### src/rtl/nrisk_pkg.sv
// nRisk shared definitions: opcodes, control states, instruction fields.
// Imported by the control unit and its ALU.
package nrisk_pkg;

    localparam int DATA_W_DEF = 8;
    localparam int PC_W_DEF   = 8;

    localparam logic [2:0] OP_NOP  = 3'b000;
    localparam logic [2:0] OP_LI   = 3'b001;
    localparam logic [2:0] OP_MOV  = 3'b010;
    localparam logic [2:0] OP_ADD  = 3'b011;
    localparam logic [2:0] OP_SUB  = 3'b100;
    localparam logic [2:0] OP_NOT  = 3'b101;
    localparam logic [2:0] OP_JZ   = 3'b110;
    localparam logic [2:0] OP_HALT = 3'b111;

    localparam int OP_HI  = 7;
    localparam int OP_LO  = 5;
    localparam int RD_BIT = 4;
    localparam int RS_BIT = 3;
    localparam int IMM_HI = 2;
    localparam int IMM_LO = 0;

    typedef enum logic [2:0] {
        S_FETCH,
        S_DECODE,
        S_READ_A,
        S_READ_B,
        S_EXEC,
        S_WRITE,
        S_HALT
    } state_t;

endpackage

### src/rtl/ula_nrisk.sv
// nRisk ALU: combinational, modulo-2^DATA_W, no flags except zero-of-a.
// zero feeds the JZ branch decision.
module ula_nrisk
    import nrisk_pkg::*;
#(
    parameter int DATA_W = DATA_W_DEF
) (
    input  logic [2:0]        i_op,
    input  logic [DATA_W-1:0] i_a,
    input  logic [DATA_W-1:0] i_b,
    input  logic [2:0]        i_imm3,
    output logic [DATA_W-1:0] o_result,
    output logic              o_zero
);

    always_comb begin
        o_result = i_a;
        unique case (i_op)
            OP_LI:   o_result = {{(DATA_W-3){1'b0}}, i_imm3};
            OP_MOV:  o_result = i_b;
            OP_ADD:  o_result = i_a + i_b;
            OP_SUB:  o_result = i_a - i_b;
            OP_NOT:  o_result = ~i_a;
            default: o_result = i_a;
        endcase
    end

    assign o_zero = (i_a == '0);

endmodule

### src/rtl/unidade_controle.sv
// nRisk multi-cycle control unit: fetches from instruction ROM and
// sequences reads/writes on the two-entry register bank.
module unidade_controle
    import nrisk_pkg::*;
#(
    parameter int DATA_W = DATA_W_DEF,
    parameter int PC_W   = PC_W_DEF
) (
    input  logic              clock,
    input  logic              reset,
    output logic [PC_W-1:0]   pc,
    input  logic [7:0]        instr,
    output logic              br_sinal,
    output logic              br_registrador,
    output logic [DATA_W-1:0] br_valor_escrita,
    input  logic [DATA_W-1:0] br_valor_saida,
    output logic              halted
);

    state_t            r_state;
    logic [PC_W-1:0]   r_pc;
    logic [7:0]        r_ir;
    logic [DATA_W-1:0] r_a;
    logic [DATA_W-1:0] r_b;
    logic [DATA_W-1:0] r_result;

    logic [2:0]        w_op;
    logic              w_rd;
    logic              w_rs;
    logic [2:0]        w_imm3;
    logic [DATA_W-1:0] w_alu_res;
    logic              w_zero;
    logic [PC_W-1:0]   w_pc_inc;
    logic [PC_W-1:0]   w_pc_jmp;

    assign w_op     = r_ir[OP_HI:OP_LO];
    assign w_rd     = r_ir[RD_BIT];
    assign w_rs     = r_ir[RS_BIT];
    assign w_imm3   = r_ir[IMM_HI:IMM_LO];
    assign w_pc_inc = r_pc + PC_W'(1);
    // JZ offset is relative to the JZ's own address
    assign w_pc_jmp = r_pc + {{(PC_W-3){w_imm3[2]}}, w_imm3};

    ula_nrisk #(
        .DATA_W (DATA_W)
    ) u_ula (
        .i_op     (w_op),
        .i_a      (r_a),
        .i_b      (r_b),
        .i_imm3   (w_imm3),
        .o_result (w_alu_res),
        .o_zero   (w_zero)
    );

    always_ff @(posedge clock) begin
        if (!reset) begin
            r_state  <= S_FETCH;
            r_pc     <= '0;
            r_ir     <= '0;
            r_a      <= '0;
            r_b      <= '0;
            r_result <= '0;
        end else begin
            unique case (r_state)
                S_FETCH: begin
                    r_ir    <= instr;
                    r_state <= S_DECODE;
                end
                S_DECODE: begin
                    unique case (w_op)
                        OP_NOP: begin
                            r_pc    <= w_pc_inc;
                            r_state <= S_FETCH;
                        end
                        OP_LI: begin
                            r_result <= w_alu_res;
                            r_state  <= S_WRITE;
                        end
                        OP_MOV:  r_state <= S_READ_B;
                        OP_HALT: r_state <= S_HALT;
                        default: r_state <= S_READ_A;
                    endcase
                end
                S_READ_A: begin
                    r_a <= br_valor_saida;
                    if (w_op == OP_ADD || w_op == OP_SUB)
                        r_state <= S_READ_B;
                    else
                        r_state <= S_EXEC;
                end
                S_READ_B: begin
                    r_b     <= br_valor_saida;
                    r_state <= S_EXEC;
                end
                S_EXEC: begin
                    r_result <= w_alu_res;
                    if (w_op == OP_JZ) begin
                        r_pc    <= w_zero ? w_pc_jmp : w_pc_inc;
                        r_state <= S_FETCH;
                    end else begin
                        r_state <= S_WRITE;
                    end
                end
                S_WRITE: begin
                    r_pc    <= w_pc_inc;
                    r_state <= S_FETCH;
                end
                S_HALT: r_state <= S_HALT;
                default: r_state <= S_FETCH;
            endcase
        end
    end

    // reset gates the strobe so a mid-WRITE reset never commits
    assign br_sinal         = (r_state == S_WRITE) && reset;
    assign br_registrador   = (r_state == S_READ_B) ? w_rs : w_rd;
    assign br_valor_escrita = r_result;
    assign pc               = r_pc;
    assign halted           = (r_state == S_HALT);

endmodule

### config.mk
export PLATFORM = sky130hd
export DESIGN_NAME = unidade_controle
export DESIGN_NICKNAME = d
export VERILOG_FILES = /design/src/rtl/nrisk_pkg.sv /design/src/rtl/ula_nrisk.sv /design/src/rtl/unidade_controle.sv
export SDC_FILE = /design/constraint.sdc
export NUM_CORES = 1
export LEC_CHECK = 0
export CORE_AREA = 2 2 79 81
export CTS_CLUSTER_SIZE = 30
export DETAILED_ROUTE_END_ITERATION = 16
export DIE_AREA = 0 0 81 83
export PLACE_DENSITY = 0.88
export SYNTH_ARGS = -nofsm -noshare
export SYNTH_HDL_FRONTEND = slang
export SYNTH_HIERARCHICAL = 1
export SYNTH_SLANG_ARGS = --single-unit
### constraint.sdc
create_clock -name clock -period 3.4 [get_ports clock]
set_input_delay 0.51 -clock clock [delete_from_list [all_inputs] [get_ports clock]]
set_output_delay 0.51 -clock clock [all_outputs]
set_load 0.02 [all_outputs]
* After elaboration in Yosys (flattened, before gate mapping)
Cells that the tools add are included.
** Storage, ports and cells
- Input bits :: 18
- Flip-flop bits (word level) :: 43
- Output and inout bits :: 19
** Operators by class
- $add $sub $neg :: 4
- Mux-type cells :: 12
- Reduce and logical (&&, ||, !) cells :: 9
- Eq/ne operators :: 16
- Bitwise logic cells :: 1
** Operators with widths (number)
- $pmux W8 S5 :: 1
- $mux W8 :: 4
- $pmux W8 S3 :: 1
- $eq A3 B3 Y1 const B :: 7
- $pmux W3 S6 :: 1
- $add A8 B8 Y8 :: 2
- $pmux W8 S2 :: 1
- $eq A3 B2 Y1 const B :: 4
- $pmux W3 S4 :: 1
- $add A8 B1 Y8 const B :: 1
- $logic_not A8 Y1 :: 1
- $not A8 Y8 :: 1
- $sub A8 B8 Y8 :: 1
- $eq A3 B1 Y1 const B :: 2
- $logic_not A3 Y1 :: 2
- $mux W3 :: 2
- $ne A2 B2 Y1 const B :: 2
- $reduce_and A3 Y1 :: 1
- $reduce_bool A3 Y1 :: 1
- $ne A2 B1 Y1 const B :: 1
- $reduce_and A2 Y1 :: 1
- $reduce_bool A2 Y1 :: 1
- $logic_and A1 B1 Y1 :: 1
- $logic_or A1 B1 Y1 :: 1
- $mux W1 :: 1

* Longest topological paths before layout
- Depth in word-level cells :: 4
- Gate-level depth with buffers :: 13
- Mapped depth without buffers :: 13

* Modules after synthesis
Netlist, hierarchy kept.
** Modules (own cells, without submodules)
- unidade_controle :: area each 2372.3 sq um, seq. area each 860.8 sq um, cells each 258, times used 1
- ula_nrisk :: area each 902.1 sq um, seq. area each 0.0 sq um, cells each 136, times used 1

* Least setup slack after synthesis
Ideal clock, no wire load.
- Kind :: register to register
- Start :: register r_ir[7]
- End :: register r_result[5], in the netlist br_valor_escrita[5]
- Arrival :: 2.592 ns
- Slack :: 0.692 ns
- Period minus slack after synthesis :: 2.708 ns
- Setup time :: 0.116 ns
- Buffers on the path :: 0
- Required time :: 3.284 ns
- Cell stages (with the launch flop) :: 13
- Cells stage by stage :: dfxtp_1 -> nor3b_4 -> mux2_2 -> inv_1 -> ha_1 -> nor2b_1 -> o21ai_0 -> o21ai_1 -> xor2_1 -> a211oi_1 -> a211oi_1 -> mux2i_1 -> nor2b_1
** Between the ends
- Longest elaborated chain between the ends :: 4
- Elaborated cells between the ends (all ways) :: 10
- Those cells by class :: 6 x eq/ne; 3 x mux; 1 x reduce/logical
** Ends and longest elaborated chain
- from (decl) :: RTL line unidade_controle.sv:22 : logic [7:0] r_ir;
- from (signal assigned) :: RTL line unidade_controle.sv:66 : r_ir <= instr;
- $eq A3 B3 Y1, or another cell as far along :: RTL line ula_nrisk.sv:18 : unique case (i_op)
- $pmux W8 S5 * :: RTL line ula_nrisk.sv:18
- net w_alu_res[5] :: RTL line unidade_controle.sv:31 : logic [DATA_W-1:0] w_alu_res;
- $mux W8 :: RTL line unidade_controle.sv:70 : unique case (w_op)
- $pmux W8 S2 * :: RTL line unidade_controle.sv:64 : unique case (r_state)
- to (signal assigned) :: RTL line unidade_controle.sv:76 : r_result <= w_alu_res;
- to (signal assigned) :: RTL line unidade_controle.sv:96 : r_result <= w_alu_res;
- to (decl) :: RTL line unidade_controle.sv:25 : logic [DATA_W-1:0] r_result;
The timed path passes the listed nets; every way through them passes the cells marked *. The select of a mux whose other input is x is not followed.
A chain may end at the register's enable or synchronous reset.

* Final worst setup path
- Start :: register r_ir[6]
- End :: register r_result[5], in the netlist br_valor_escrita[5]
Same word-level chain as after synthesis.

==> results.md <==
Run status:
- The run finished with clean final reports.

CTS:
- Post-CTS repair changed the size of 0 cells.
- The clock latency of the later-clocked register in the worst-skew pair is about 310 ps.
- The number of buffers inserted during clock tree synthesis is 5.
- The longest clock path from root to sink contains 2 buffers.
- The clock transition at the registers of the reported paths is about 100 ps.
- Clock tree synthesis found a total of 43 sinks.
- The CTS H-tree depth is 2.
- For this design, the CTS-stage hold fixing added 0 buffers.
- TritonCTS built the clock tree.
- The buffer cell driving the clock tree root is clkbuf_8.
- Buffers added to address setup during post-CTS repair amount to 0.

Floorplan:
- From left edge to right edge, the die measures roughly 81 um.
- The total area inside the core boundary comes to a little under 6000 um^2.
- The effective utilization at floorplan is between 50% and 60%.
- The number of top-level design ports is 37.
- The height of the chip is 83 um.
- The floorplan die area is 6720 um^2.
- The initialized floorplan defines 28 standard-cell rows.

Setup path:
- The family with the most delay on the worst path is compound AO/OA/AOI/OAI gates.
- The startpoint of the most critical register-to-register path is r_ir[6].
- In this run the worst setup path begins at r_ir[6].
- The kind of end point of the critical path is a register.
- On the critical path, the stage with the largest delay is an instance of nor3b_4.
- For flop-to-flop paths, the worst setup slack is about 540 ps.
- STA puts the critical path data required time at roughly 3600 ps.
- The number of buffers and inverters on the critical path is 1.
- The critical path crosses 12 cells after its start point.
- Traced cell by cell, the critical path runs through nor3b_4 -> mux2_2 -> inv_1 -> ha_1 -> nor2b_1 -> o21ai_0 -> o21ai_1 -> xor2_1 -> a211oi_1 -> a211oi_1 -> mux2i_1 -> nor2b_1.
- The timing endpoint of the critical path is br_valor_escrita[5].
- The worst path arrival time is 3070 ps.
- In this run the worst path has a maximum fanout of 10.
- The biggest cell delay along the critical path is approximately 470 ps.
- The count of cells along the worst register-to-register path is 12.
- The critical path is of the register to register type.
- The type of element launching the critical path is a register.
- The capture point of the worst reg-to-reg path is br_valor_escrita[5].

Logic synthesis:
- During synthesis, Yosys emitted a total of 6 warnings.
- Yosys mapped a number of flops with a built-in enable equal to 0.
- The count of cell types in the netlist is 65.
- The number of nets produced by synthesis is 430.
- For this run, the register share of the synthesized area comes to about a quarter.
- The average instance in the mapped netlist occupies 8.31 um^2.
- The proportion of synthesized flip-flops having asynchronous set or reset is 0%.
- The most instantiated flip-flop cell in the synthesis netlist is dfxtp_1.
- Counting every instance in the synthesized netlist gives around 390.
- The cell area that synthesis handed to floorplanning was 3270 um^2.
- The number of storage elements in the synthesis netlist is 43.

STA:
- Based on the critical path, the design can be clocked at up to 0.349 GHz.
- The share of the clock period used by the worst path is 84.2%.
- For the pin with the worst max-slew slack, the measured transition is just over 800 ps.
- In this run the tightest slew margin relative to its limit is between 40% and 50%.
- Setup repair after global routing left no endpoint under its margin.
- The final count of negative-setup-slack endpoints is 0.
- The hold violation count in the final report came to 0.
- On the final layout, the worst clock skew is 7.07 ps.
- In the post-route analysis, the smallest setup slack over all paths is 538 ps.
- The max-slew violation count is 0.
- The total negative setup slack is 0 ps.
- The worst path in the final design needs a cycle of around 2900 ps, including I/O delays and setup.

Finish:
- The number of diodes is 0.
- The end-of-flow core utilization is around 65%.
- The most common library cell in the layout ignoring fill and taps is dfxtp_1.
- For this run, the post-layout net count is around 460.
- The top cell types in the final layout, fill and taps aside, are dfxtp_1 (43), nor2b_1 (42), clkdlybuf4s50_1 (36).
- The proportion of layout cells with a drive suffix above 1 is 9.15%.
- The area growth from synthesis to layout is 15.3%.

Hold path:
- Along the worst hold path, the cell count comes to 2.
- The type of the most critical hold path is register to register.

Route:
- The routed layout has 3,004 vias.
- The antenna violation net count after detailed routing is 0.
- After detailed routing, the average wire length per cell comes to 15.2 um.
- The total length of routed wires is ~7600 um.
- The first TritonRoute pass finished after 5 iterations.
- In the routed design, unresolved DRC markers number 0.
- The detailed router finished its first iteration with 320 violations.
- Using the TritonRoute via totals, the vias-per-cell ratio works out to approximately 6.

GRT:
- The initial antenna violation count is 0.
- The overflow left after global routing is 0.
- The aggregate global-route resource usage is 23.7%.
- The via count of the first global-routing pass is 2,827.
- The global-route wire length before repair is between 10,000 and 15,000 um.
- Entering global routing, the biggest net connects 42 pins.

Pwr:
- The power per cell area is ~460 nW/um^2.
- The static power due to leakage is about 1.4 nW.
- Across the VDD grid, the largest voltage drop is between 0.2 and 0.3 mV.

Place:
- In this run the tool buffered the top-level ports with 36 buffer cells.
- The half-perimeter wire length after detailed placement is between 5000 and 6000 um.
- Routability-driven placement finished with a final weighted congestion of approximately 0.89.
- At the placement stage, the worst setup path has a slack of ~570 ps.

Run:
- The tool flagged a number of max-cap violations equal to 0.
## worst register-to-register path: stages, from the launching register on
cell      delay [ps]
dfxtp_1          340
nor3b_4          470
mux2_2           430
inv_1             70
ha_1             210
nor2b_1          130
o21ai_0          240
o21ai_1          140
xor2_1           170
a211oi_1         250
a211oi_1         100
mux2i_1          160
nor2b_1           70
## synthesized netlist by cell type, types with 2 or more instances
master	instances	share of area [%]
dfxtp_1	43	26
nor2b_1	42	8.0
mux2i_1	35	11
o21ai_0	29	4.4
nand2_1	21	2.4
nor2_1	21	2.4
a21oi_1	20	3.1
inv_1	20	2.3
ha_1	16	6.1
clkbuf_1	10	1.1
nand3_1	10	1.5
xnor2_1	10	2.7
nor3_1	8	1.2
a22oi_1	6	1.4
a21o_1	5	1.1
a31oi_1	5	0.96
buf_2	5	0.76
o21ai_1	5	0.76
and3_1	4	0.76
nand2b_1	4	0.76
a211oi_1	3	0.69
a21boi_0	3	0.69
mux2_2	3	1.0
nand3b_1	3	0.69
o21a_1	3	0.69
o22ai_1	3	0.57
o31a_1	3	0.80
xor2_1	3	0.80
a21boi_1	2	0.46
a21oi_2	2	0.54
buf_4	2	0.46
buf_6	2	0.69
fa_1	2	1.2
nor2_2	2	0.38
nor3b_1	2	0.46
nor4_1	2	0.38
o21ai_2	2	0.54
o221a_2	2	0.69
o221ai_1	2	0.54
o32ai_1	2	0.54
or2_2	2	0.38
or4_1	2	0.46
## per-layer routing
metal	up-vias	routed length, um	track usage [%]
met1	1394	3390	32.0
met3	19	483	4.24
met2	119	3610	37.9
met5	-	0	0
li1	1472	-	-
met4	0	158	7.55
## registers in the layout (all words and copies together) (netlist names)
| register | flops |
|---|---|
| r_ir | 8 |
| r_a | 8 |
| r_b | 8 |
| br_valor_escrita | 8 |
| r_state | 3 |
| pc | 8 |
## how the worst min path moves through the flow
stage / startpoint / end / slack, ps
2_1_floorplan: r_ir[4] / r_ir[4] / 480
5_1_grt: br_valor_escrita[1] / br_valor_escrita[1] / 560
4_1_cts: r_ir[3] / r_ir[3] / 530
3_3_place_gp: r_ir[4] / r_ir[4] / 490
3_5_place_dp: r_ir[3] / r_ir[3] / 500
6_report: r_ir[3] / r_ir[3] / 530
## metrics by stage
| stage | total power, mW | hold WS [ps] | area, um^2 | cells |
|---|---|---|---|---|
| 2_1_floorplan | 1.20 | 477 | 3270 | 394 |
| 3_3_place_gp | 1.33 | 493 | 3680 | 493 |
| 3_5_place_dp | 1.36 | 505 | 3680 | 493 |
| 4_1_cts | 1.72 | 527 | 3780 | 501 |
| 5_1_grt | 1.83 | 557 | 3780 | 501 |
| 6_report | 1.73 | 525 | 3780 | 501 |
## area by class of cell
| type | instances | area [um^2] |
|---|---|---|
| Inverter | 22 | 82.6 |
| Fill cell | 505 | 2040 |
| Clock buffer | 5 | 68.8 |
| Tap cell | 75 | 93.8 |
| Multi-Input combinational cell | 310 | 2230 |
| Clock inverter | 3 | 26.3 |
| Timing Repair Buffer | 43 | 413 |
| Sequential cell | 43 | 861 |
## power by group
group          internal, mW  switching [mW]  leakage (nW)
logic                 0.347           0.405          1.01
clock network         0.152           0.211        0.0491
registers             0.548          0.0694         0.349
## kinds of logic (layout without fill, tap and decap cells)
logic type,Yosys count,in the layout,synth area share (%)
buffers and inverters,41,73,5.58
flip-flops,43,43,26.3
multiplexers,38,38,11.7
AND/OR/NAND/NOR,136,136,24.1
XOR/XNOR,14,14,3.97
adder cells (fa/ha/maj),18,18,7.34
AO/OA/AOI/OAI,104,104,21.0
(Power assumes the default switching activity.)
==> RTL change: new RTL, same settings <==
Re-encode `state_t` (7 states) as one-hot, 7 bits wide.
--- a/src/rtl/nrisk_pkg.sv
+++ b/src/rtl/nrisk_pkg.sv
@@ -21,14 +21,14 @@
     localparam int IMM_HI = 2;
     localparam int IMM_LO = 0;
 
-    typedef enum logic [2:0] {
-        S_FETCH,
-        S_DECODE,
-        S_READ_A,
-        S_READ_B,
-        S_EXEC,
-        S_WRITE,
-        S_HALT
+    typedef enum logic [6:0] {
+        S_FETCH  = 7'b0000001,
+        S_DECODE = 7'b0000010,
+        S_READ_A = 7'b0000100,
+        S_READ_B = 7'b0001000,
+        S_EXEC   = 7'b0010000,
+        S_WRITE  = 7'b0100000,
+        S_HALT   = 7'b1000000
     } state_t;
 
 endpackage
Behaviour: no difference found for any inputs over 10 cycles, from zero or initial values and one cycle with reset low; not proved beyond that.
==> RTL change against the unedited design <==
- worst setup slack got worse by 7.8 ps
- count of clock-buffer cells in the layout unchanged
- routed wire length increased by 13%
- area after synthesis increased by 5.1%
- sequential cell count increased by 4
- worst hold slack got worse by 23 ps
- cell area increased by 4.8%
- sequential share of layout area increased by 0.99 points
- cell count increased by 6.4%
Power is not compared: it rests on default switching activity, and its combinational part moved more than twofold at a synthesized area within 25%.
==> RTL change: results (changes against the unedited design) <==
stage,metric,value,unit,change
run_status,outcome,"complete, no violations",,unchanged
synth,Yosys cell types,73,,was 65
route,routed length on met1,3.761,mm,was 3.386 mm
global_route,met2 usage,44.18,%,was 37.87%
synth,multiplexer share of the synthesized area,9.378,%,was 11.73%
global_route,first-pass GRT wire length,14.79,mm,was 12.97 mm
synth,largest cells by area after synthesis,"dfxtp_1 27%, mux2i_1 8.7%, ha_1 5.8%",,"was dfxtp_1 26%, mux2i_1 11%, nor2b_1 8.0%"
placed_design,"worst slack, placed",640.9,ps,was 569.4 ps
finish,nets@finish,493,,was 461
placed_design,GPL Wtd Cong,0.9608,,was 0.8877
route,wire per inst,16.23,µm,was 15.25 µm
placed_design,post-DP HPWL,6.117,mm,was 5.583 mm
synth,syn nets,467,,was 430
synth,Synth Area in XOR/XNOR,4.035,%,was 3.974%
route,Via density,6.235,,was 5.996
global_route,overall routing resource usage,26.99,%,was 23.67%
global_route,largest net degree at the start of global routing,41,,was 42
setup_path,worst path arrival time,3060,ps,was 3070 ps
finish,Fillers,475,,was 505
timing,Final Skew,5.559,ps,was 7.071 ps
synth,Adder-Cell Fraction of Synth Area,6.979,%,was 7.337%
finish,layout cells sized above 1,8.079,%,was 9.155%
route,met3 routed WL,462,µm,was 483 µm
finish,post-route non-filler standard cell count,533,,was 501
timing,Max-slew headroom,56.94,%,was 44.83%
global_route,met3 Track Usage GR,4.130,%,was 4.239%
synth,register area share after synthesis,27.34,%,was 26.29%
setup_path,Max stage delay on crit path,380,ps,was 470 ps
synth,complex-gate fraction of the synthesized area,20.54,%,was 21.02%
global_route,met1 Use GR,35.75,%,was 32.00%
synth,cell count after synthesis,431,,was 394
-- RTL change: cell type report --
type                            count  area share (%)
Tap cell                           75           2.372
Clock buffer                        5           1.739
Clock inverter                      3           1.708
Sequential cell                    47           23.78
Inverter                           19           1.803
Timing Repair Buffer               42           10.25
Multi-Input combinational cell    342           58.35
-- RTL change: final timing paths --
kind | startpoint | end | slack (ps) | cells past startpoint
worst min-delay path | r_ir[3]$_SDFFE_PN0P_ | r_ir[3]$_SDFFE_PN0P_ | 500 | 2
worst max register to register | r_ir[6]$_SDFFE_PN0P_ | br_valor_escrita[5]$_SDFFE_PN0P_ | 530 | 13
worst max-delay path | r_ir[6]$_SDFFE_PN0P_ | br_valor_escrita[5]$_SDFFE_PN0P_ | 530 | 13
worst min register to register | r_ir[3]$_SDFFE_PN0P_ | r_ir[3]$_SDFFE_PN0P_ | 500 | 2
-- RTL change: where the power goes --
part / switching, W / internal (W)
registers: 0.0000344 / 0.000571
clock network: 0.000199 / 0.000293
logic: 0.000212 / 0.000161
